$ cat config.mk
export PLATFORM = sky130hd
export DESIGN_NAME = rtc_bus_arbiter
export DESIGN_NICKNAME = d
export VERILOG_FILES = /design/src/rtl/rtc_bus_arbiter.sv
export SDC_FILE = /design/constraint.sdc
export NUM_CORES = 1
export LEC_CHECK = 0
export ABC_AREA = 1
export BUFFER_PORTS_ARGS = -buffer_cell sky130_fd_sc_hd__buf_4
export CORE_ASPECT_RATIO = 0.9
export CORE_MARGIN = 2
export CORE_UTILIZATION = 56
export DETAILED_ROUTE_END_ITERATION = 10
export PLACE_DENSITY = 0.8
export SKIP_LAST_GASP = 1
export SYNTH_ARGS = -nofsm -noshare
export SYNTH_HDL_FRONTEND = slang
export SYNTH_SLANG_ARGS = --single-unit
$ cat constraint.sdc
create_clock -name clki -period 2.5 [get_ports clki]
set_input_delay 0.375 -clock clki [delete_from_list [all_inputs] [get_ports clki]]
set_output_delay 0.375 -clock clki [all_outputs]
set_load 0.1 [all_outputs]
$ cat src/rtl/rtc_bus_arbiter.sv
// Two-port round-robin arbiter driving the multiplexed V3023 RTC bus.
// Ports: clki/rst; req/rw/addr/wdata per port; ADin; AD/CS/WR/RD strobes,
// ADout/ADoe bus drive, ack0/ack1 pulses, rdata, busy.
module rtc_bus_arbiter (
    input  logic       clki,
    input  logic       rst,
    input  logic       req0,
    input  logic       req1,
    input  logic       rw0,
    input  logic       rw1,
    input  logic [7:0] addr0,
    input  logic [7:0] addr1,
    input  logic [7:0] wdata0,
    input  logic [7:0] wdata1,
    input  logic [7:0] ADin,
    output logic       AD,
    output logic       CS,
    output logic       WR,
    output logic       RD,
    output logic [7:0] ADout,
    output logic       ADoe,
    output logic       ack0,
    output logic       ack1,
    output logic [7:0] rdata,
    output logic       busy
);

    typedef enum logic [2:0] {IDLE, ADDR, GAP1, DATA, GAP2, ACK} state_t;

    state_t     state;
    logic [4:0] ph;
    logic       ptr;
    logic       sel;
    logic       rw_l;
    logic [7:0] addr_l;
    logic [7:0] wdata_l;
    logic       gnt_any;
    logic       gnt_port;

    // ptr is the port that wins a tie; it flips away from whoever was served.
    always_comb begin
        gnt_any  = req0 | req1;
        gnt_port = (req0 && req1) ? ptr : req1;
    end

    always_ff @(posedge clki) begin
        if (rst) begin
            state   <= IDLE;
            ph      <= 5'd0;
            ptr     <= 1'b0;
            sel     <= 1'b0;
            rw_l    <= 1'b0;
            addr_l  <= 8'h00;
            wdata_l <= 8'h00;
            AD      <= 1'b1;
            CS      <= 1'b1;
            WR      <= 1'b1;
            RD      <= 1'b1;
            ADout   <= 8'hFF;
            ADoe    <= 1'b0;
            ack0    <= 1'b0;
            ack1    <= 1'b0;
            rdata   <= 8'h00;
            busy    <= 1'b0;
        end else begin
            ph <= ph + 5'd1;
            case (state)
                IDLE: begin
                    busy <= 1'b0;
                    ack0 <= 1'b0;
                    ack1 <= 1'b0;
                    ph   <= 5'd0;
                    if (gnt_any) begin
                        state   <= ADDR;
                        sel     <= gnt_port;
                        ptr     <= ~gnt_port;
                        rw_l    <= gnt_port ? rw1 : rw0;
                        addr_l  <= gnt_port ? addr1 : addr0;
                        wdata_l <= gnt_port ? wdata1 : wdata0;
                    end
                end
                // ph counts from 0 at cycle 1 of the address phase.
                ADDR: begin
                    busy <= 1'b1;
                    case (ph)
                        5'd0: AD <= 1'b0;
                        5'd1: CS <= 1'b0;
                        5'd2: WR <= 1'b0;
                        5'd3: begin
                            ADout <= addr_l;
                            ADoe  <= 1'b1;
                        end
                        // Release the bus together with WR so the
                        // drive never outlives the write strobe.
                        5'd6: begin
                            WR   <= 1'b1;
                            ADoe <= 1'b0;
                        end
                        5'd7: CS <= 1'b1;
                        5'd8: begin
                            AD    <= 1'b1;
                            ADout <= 8'hFF;
                            state <= GAP1;
                            ph    <= 5'd0;
                        end
                        default: ;
                    endcase
                end
                GAP1: begin
                    busy <= 1'b1;
                    if (ph == 5'd3) begin
                        state <= DATA;
                        ph    <= 5'd0;
                    end
                end
                // ph 0 is cycle 14.
                DATA: begin
                    busy <= 1'b1;
                    case (ph)
                        5'd0: CS <= 1'b0;
                        5'd1: begin
                            if (rw_l) WR <= 1'b0;
                            else      RD <= 1'b0;
                        end
                        5'd2: begin
                            if (rw_l) begin
                                ADout <= wdata_l;
                                ADoe  <= 1'b1;
                            end
                        end
                        5'd5: begin
                            WR   <= 1'b1;
                            RD   <= 1'b1;
                            ADoe <= 1'b0;
                            if (!rw_l) rdata <= ADin;
                        end
                        5'd6: CS <= 1'b1;
                        5'd7: begin
                            ADout <= 8'hFF;
                            state <= GAP2;
                            ph    <= 5'd0;
                        end
                        default: ;
                    endcase
                end
                GAP2: begin
                    busy <= 1'b1;
                    if (ph == 5'd3) begin
                        state <= ACK;
                        ph    <= 5'd0;
                    end
                end
                // Ack shows in cycle 26; IDLE may grant again at cycle 27.
                ACK: begin
                    busy  <= 1'b1;
                    ack0  <= ~sel;
                    ack1  <= sel;
                    state <= IDLE;
                    ph    <= 5'd0;
                end
                default: begin
                    state <= IDLE;
                    ph    <= 5'd0;
                end
            endcase
        end
    end

endmodule

Word-level counts from Yosys, hierarchy flattened
Cells that the tools add are included.

storage, ports and cells
  register bits = 51
  input port bits = 46
  output and inout port bits = 24
  logic and storage cells = 104

operators by class
  multiplexer cells = 35
  add/sub/neg operators = 1
  equality and inequality tests = 28
  reduce and logical (&&, ||, !) cells = 19
  bitwise gates (word level) = 4

operators by type and width
  operator               count
  $pmux W8 S2            3
  $pmux W1 S2            14
  $mux W8                3
  $ne A3 B3 Y1 const B   6
  $eq A5 B3 Y1 const B   3
  $mux W3                5
  $mux W5                3
  $pmux W3 S5            1
  $pmux W5 S3            1
  $reduce_and A4 Y1      3
  $eq A5 B2 Y1 const B   2
  $ne A2 B2 Y1 const B   5
  $reduce_bool A2 Y1     5
  $reduce_and A3 Y1      3
  $eq A3 B2 Y1 const B   2
  $eq A3 B3 Y1 const B   2
  $ne A3 B1 Y1 const B   2
  $ne A3 B2 Y1 const B   2
  $add A5 B1 Y5 const B  1
  $eq A5 B1 Y1 const B   1
  $eq A5 B4 Y1 const B   1
  $logic_not A5 Y1       1
  $mux W1                5
  $reduce_and A5 Y1      1
  9 further kinds        12

Depth between registers and ports, before layout
  depth after elaboration = 3
  depth in mapped cells = 11
  depth with buffers taken out = 11

Least setup slack after synthesis
Ideal clock, no wire load.

  kind = reg-to-reg
  from = reg ph[0]
  to = reg ADout[0]
  path buffers = 0
  stages on the path, launching flop included = 11
  clock period less this slack = 1433 ps
  setup slack = 1067 ps
  setup time = 65 ps
  required time = 2435 ps
  arrival time = 1368 ps
  path through = dfxtp_1 inv_1 ha_1 inv_1 nor2_1 nand2_1 nand3_1 nand2_2 nor2_2 nand2_1 nand3_1

between the ends
  longest elaborated chain between the ends = 3
  elaborated cells between the ends (all ways) = 11
  those cells by class = eq/ne (7); mux (3); reduce/logical (1)

ends and longest elaborated chain
  what                                                     RTL line  source
  start: declaration                                       31        logic [4:0] ph;
  start signal: assignment                                 66        ph <= ph + 5'd1;
  $eq A5 B3 Y1, or another cell as far along               119       case (ph)
  $pmux W8 S2, or another cell as far along                119
  $pmux W8 S2 / $reduce_and A4 Y1 (equally long branches)  --
  end signal: assignment                                   90        ADout <= addr_l;
  end signal: assignment                                   127       ADout <= wdata_l;
  end: declaration                                         20        output logic [7:0] ADout,

Parallel ways exist; a longest one is shown, timed or not.
A chain may end at the register's enable or synchronous reset.

Worst setup path in the final report
  from = reg state[2]
  to = reg addr_l[5]

between the ends
  longest elaborated chain between the ends = 2

ends and longest elaborated chain
  what                                RTL line  source
  start: declaration                  30        state_t state;
  start signal: assignment            48        state <= IDLE;
  start signal: assignment            74        state <= ADDR;
  start signal: assignment            103       state <= GAP1;
  $logic_not A3 Y1                    67        case (state)
  $reduce_and A2 Y1 (no source line)  --
  end signal: assignment              78        addr_l <= gnt_port ? addr1 : addr0;
  end: declaration                    35        logic [7:0] addr_l;

Every way passes these cells.

==> impl_results.md <==
- Outcome: complete, no violations
- Layout cells sized above 1: 20.0%
- Synthesized Nets: 448
- Crit-path max cell delay: 450 ps
- Via-per-instance ratio: 4.97
- Peak supply drop: 0.678 mV
- Final Max Slew Viols: 0
- Ys Warns: 0
- Setup crit end kind: flop
- Clock skew: 8.89 ps
- Post-Synth Simple-Gate Area: 35.0%
- Total wire length: 5910 um
- ANT cells: 0
- Crit path max fanout: 19
- Fmax achieved: 551 MHz
- ANT nets after route: 0
- Clk pin slew, worst setup/hold paths: 90 ps
- Mux share of post-synthesis cell area: 0%
- Post-Synth XOR/XNOR Area: 1.01%
- Routed wire length per instance: 11.2 um
- Clk network pwr share: 15.4%
- Sw Ratio: 50.0%
- Total CTS buffers: 5
- Cell total after placement: 519
- # DRC: 0
- Crit path launch type: flop
- Crit path depth: 6
- Buffers & Inverters on Critical Path: 2
- Port Buffers: 69
- Post-synthesis sequential area ratio: 39.2%
- Synth Area in Compound Gates: 14.3%
- Net Sw Power: 1.80 mW
- CP required: 2680 ps
- Area Growth Syn to Fin: 25.3%
- Final design utilization: 73.3%
- Combinational share of power: 52.6%
- Die Area: 0.00522 sq mm
- First-pass GRT wire length: 10000 um
- Unrepaired setup endpoints after global routing: no
- Die Wd: 75.9 um
- Critical path's top delay family: compound AO/OA/AOI/OAI gates
- Pint: 1.80 mW
- Post-Syn Area: 0.00261 sq mm
- Rows: 23
- Nets@finish: 515
- Pre-antenna DRT Iters: 4
- DRT iter0 DRCs: 187
- Max clock buf depth: 2
- Cell mode on critical path: nand2_1
- Final instance area: 0.00327 sq mm
- Final period utilization: 72.6%
- Worst Reg-to-Reg Cells: 6
- Final Critical Period: 1820 ps
- Max stage delay cell, worst path: dfxtp_1
- Grt ovf: 0
- Worst hold path class: in2reg
- Post-synthesis adder-cell area fraction: 2.40%
- Final Hold Fails: 0
- Worst skew pair latency: 300 ps
- Initial core utilization: 58.5%
- Synthesized instance count: 397
- Root Buffer: clkbuf_8
- Total clock sinks: 51
- Vias in the first global route: 2281
- Setup tns final: 0 ps
- Initial antenna violation count: 0
- Mean post-synth cell area: 6.57 sq um
- CTS resizes: 0
- Least-Margin Pin Slew: 496 ps
- Gp weighted congestion: 0.940
- CTS H-tree lvls: 2
- Setup violators final: 0
- Synth Register Bits: 51
- Leak: 1.60 nW
- Top Ports: 70
- Maxcap violations: 0
- Postcts setup bufs: 0
- CTS tree: built
- Die H: 68.7 um
- Non-Filler Instances: 526
- Largest family of logic cells by synthesized area: simple AND/OR/NAND/NOR gates
- Critical path arrival: 1990 ps
- Kind of critical path: reg2reg
- Post-DP HPWL: 4420 um
- Largest net degree at the start of global routing: 37
- Via Count: 2615
- Hold depth: 3
- Critical path cell sequence: inv_1, nand2_1, a21oi_4, inv_2, nand2_1, a21oi_1
- Core area: 0.00446 sq mm
- Cell Area, Placed: 0.00317 sq mm
- Post-CTS Hold Fix Bufs: 0
- Total global-route track usage: 23.5%
- PwrDens: 1100 mW/mm^2
- Slew margin rel.: 66.9%
- Unique cell type count in the Yosys netlist: 30
- Seq pwr share: 32.0%
layout make-up:
type | count | area [sq um]
Clock buffer | 6 | 72.6
Inverter | 42 | 158
Clock inverter | 1 | 30.0
Multi-Input combinational cell | 293 | 1380
Tap cell | 62 | 77.6
Timing Repair Buffer | 71 | 533
Fill cell | 393 | 1190
Sequential cell | 51 | 1020
worst register-to-register path, stage by stage, from the launching register on:
cell     delay (ps)
dfxtp_1         450
inv_1           210
nand2_1         150
a21oi_4         430
inv_2           270
nand2_1         120
a21oi_1          70
cells in the mapped netlist:
library cell,number,area [sq um]
nand2_1,104,390
nor2_1,72,270
dfxtp_1,51,1020
inv_1,39,146
o21ai_0,38,190
nand3_1,25,125
a21oi_1,23,115
clkbuf_1,6,22.5
ha_1,5,62.6
nand2_2,4,25.0
buf_2,3,15.0
inv_2,3,11.3
a31oi_1,2,12.5
buf_4,2,15.0
nand4_1,2,12.5
nor2_2,2,12.5
nor3_1,2,10.0
xor2_1,2,17.5
a21oi_4,1,16.3
and2_1,1,6.26
nand3b_1,1,7.51
nor2_4,1,11.3
nor2_8,1,20.0
nor3_4,1,16.3
o211ai_1,1,7.51
o21ai_2,1,8.76
o21ai_4,1,16.3
o21bai_1,1,7.51
or2_2,1,6.26
xnor2_1,1,8.76
path summary, 6_finish.rpt:
check             startpoint        end  slack (ps)
hold / removal       ADin[5]   rdata[5]         290
setup reg to reg    state[2]  addr_l[5]         680
setup / recovery    state[2]  addr_l[5]         680
hold reg to reg           WR         WR         470
flip-flops by register name, indices dropped and copies added (netlist names):
name,count
state,3
ph,5
ack1,1
WR,1
ptr,1
rdata,8
rw_l,1
ADoe,1
ADout,8
ack0,1
wdata_l,8
AD,1
RD,1
CS,1
busy,1
addr_l,8
sel,1
stage by stage:
step | setup WS [ps] | hold WS, ps | total power [mW]
floorplan | 1070 | 440 | 2.65
global placement | 745 | 439 | 3.02
detailed placement | 715 | 452 | 3.05
CTS | 710 | 283 | 3.61
global route | 461 | 303 | 3.84
finish | 684 | 287 | 3.60
routing by layer:
metal	track usage, %	part of all wire (%)
met5	0	0
met4	7.05	1.6
met3	4.95	6.2
met2	37.4	41
met1	32.7	51
power by group through the flow:
stage / Clock [mW] / Combinational, mW / Sequential (mW)
2_1_floorplan: 0 / 0.859 / 1.79
3_3_place_gp: 0 / 1.86 / 1.16
3_5_place_dp: 0 / 1.88 / 1.17
4_1_cts: 0.568 / 1.89 / 1.15
5_1_grt: 0.592 / 2.06 / 1.18
6_report: 0.553 / 1.89 / 1.15
layout by cell type (no fill, tap or decap):
cell,count
bufinv_16,1
nand4_1,2
nand3_1,25
ha_1,5
clkbuf_1,1
nor2_8,1
o21bai_1,1
a21oi_4,1
and2_1,1
xnor2_1,1
o211ai_1,1
o21ai_0,38
a31oi_1,2
nor2_1,72
xor2_1,2
nand2_1,104
inv_2,3
or2_2,1
clkbuf_8,5
o21ai_2,1
nor3_1,2
inv_1,39
o21ai_4,1
nand2_2,4
buf_4,71
a21oi_1,23
nor2_2,2
dfxtp_1,51
nand3b_1,1
nor2_4,1
nor3_4,1
cell families (layout without fill, tap and decap cells):
group / Yosys count / in the layout
compound gates: 68 / 68
xor+xnor: 3 / 3
fa+ha+maj: 5 / 5
buf+inv: 53 / 120
flops: 51 / 51
simple gates: 217 / 217
(Power assumes the default switching activity.)
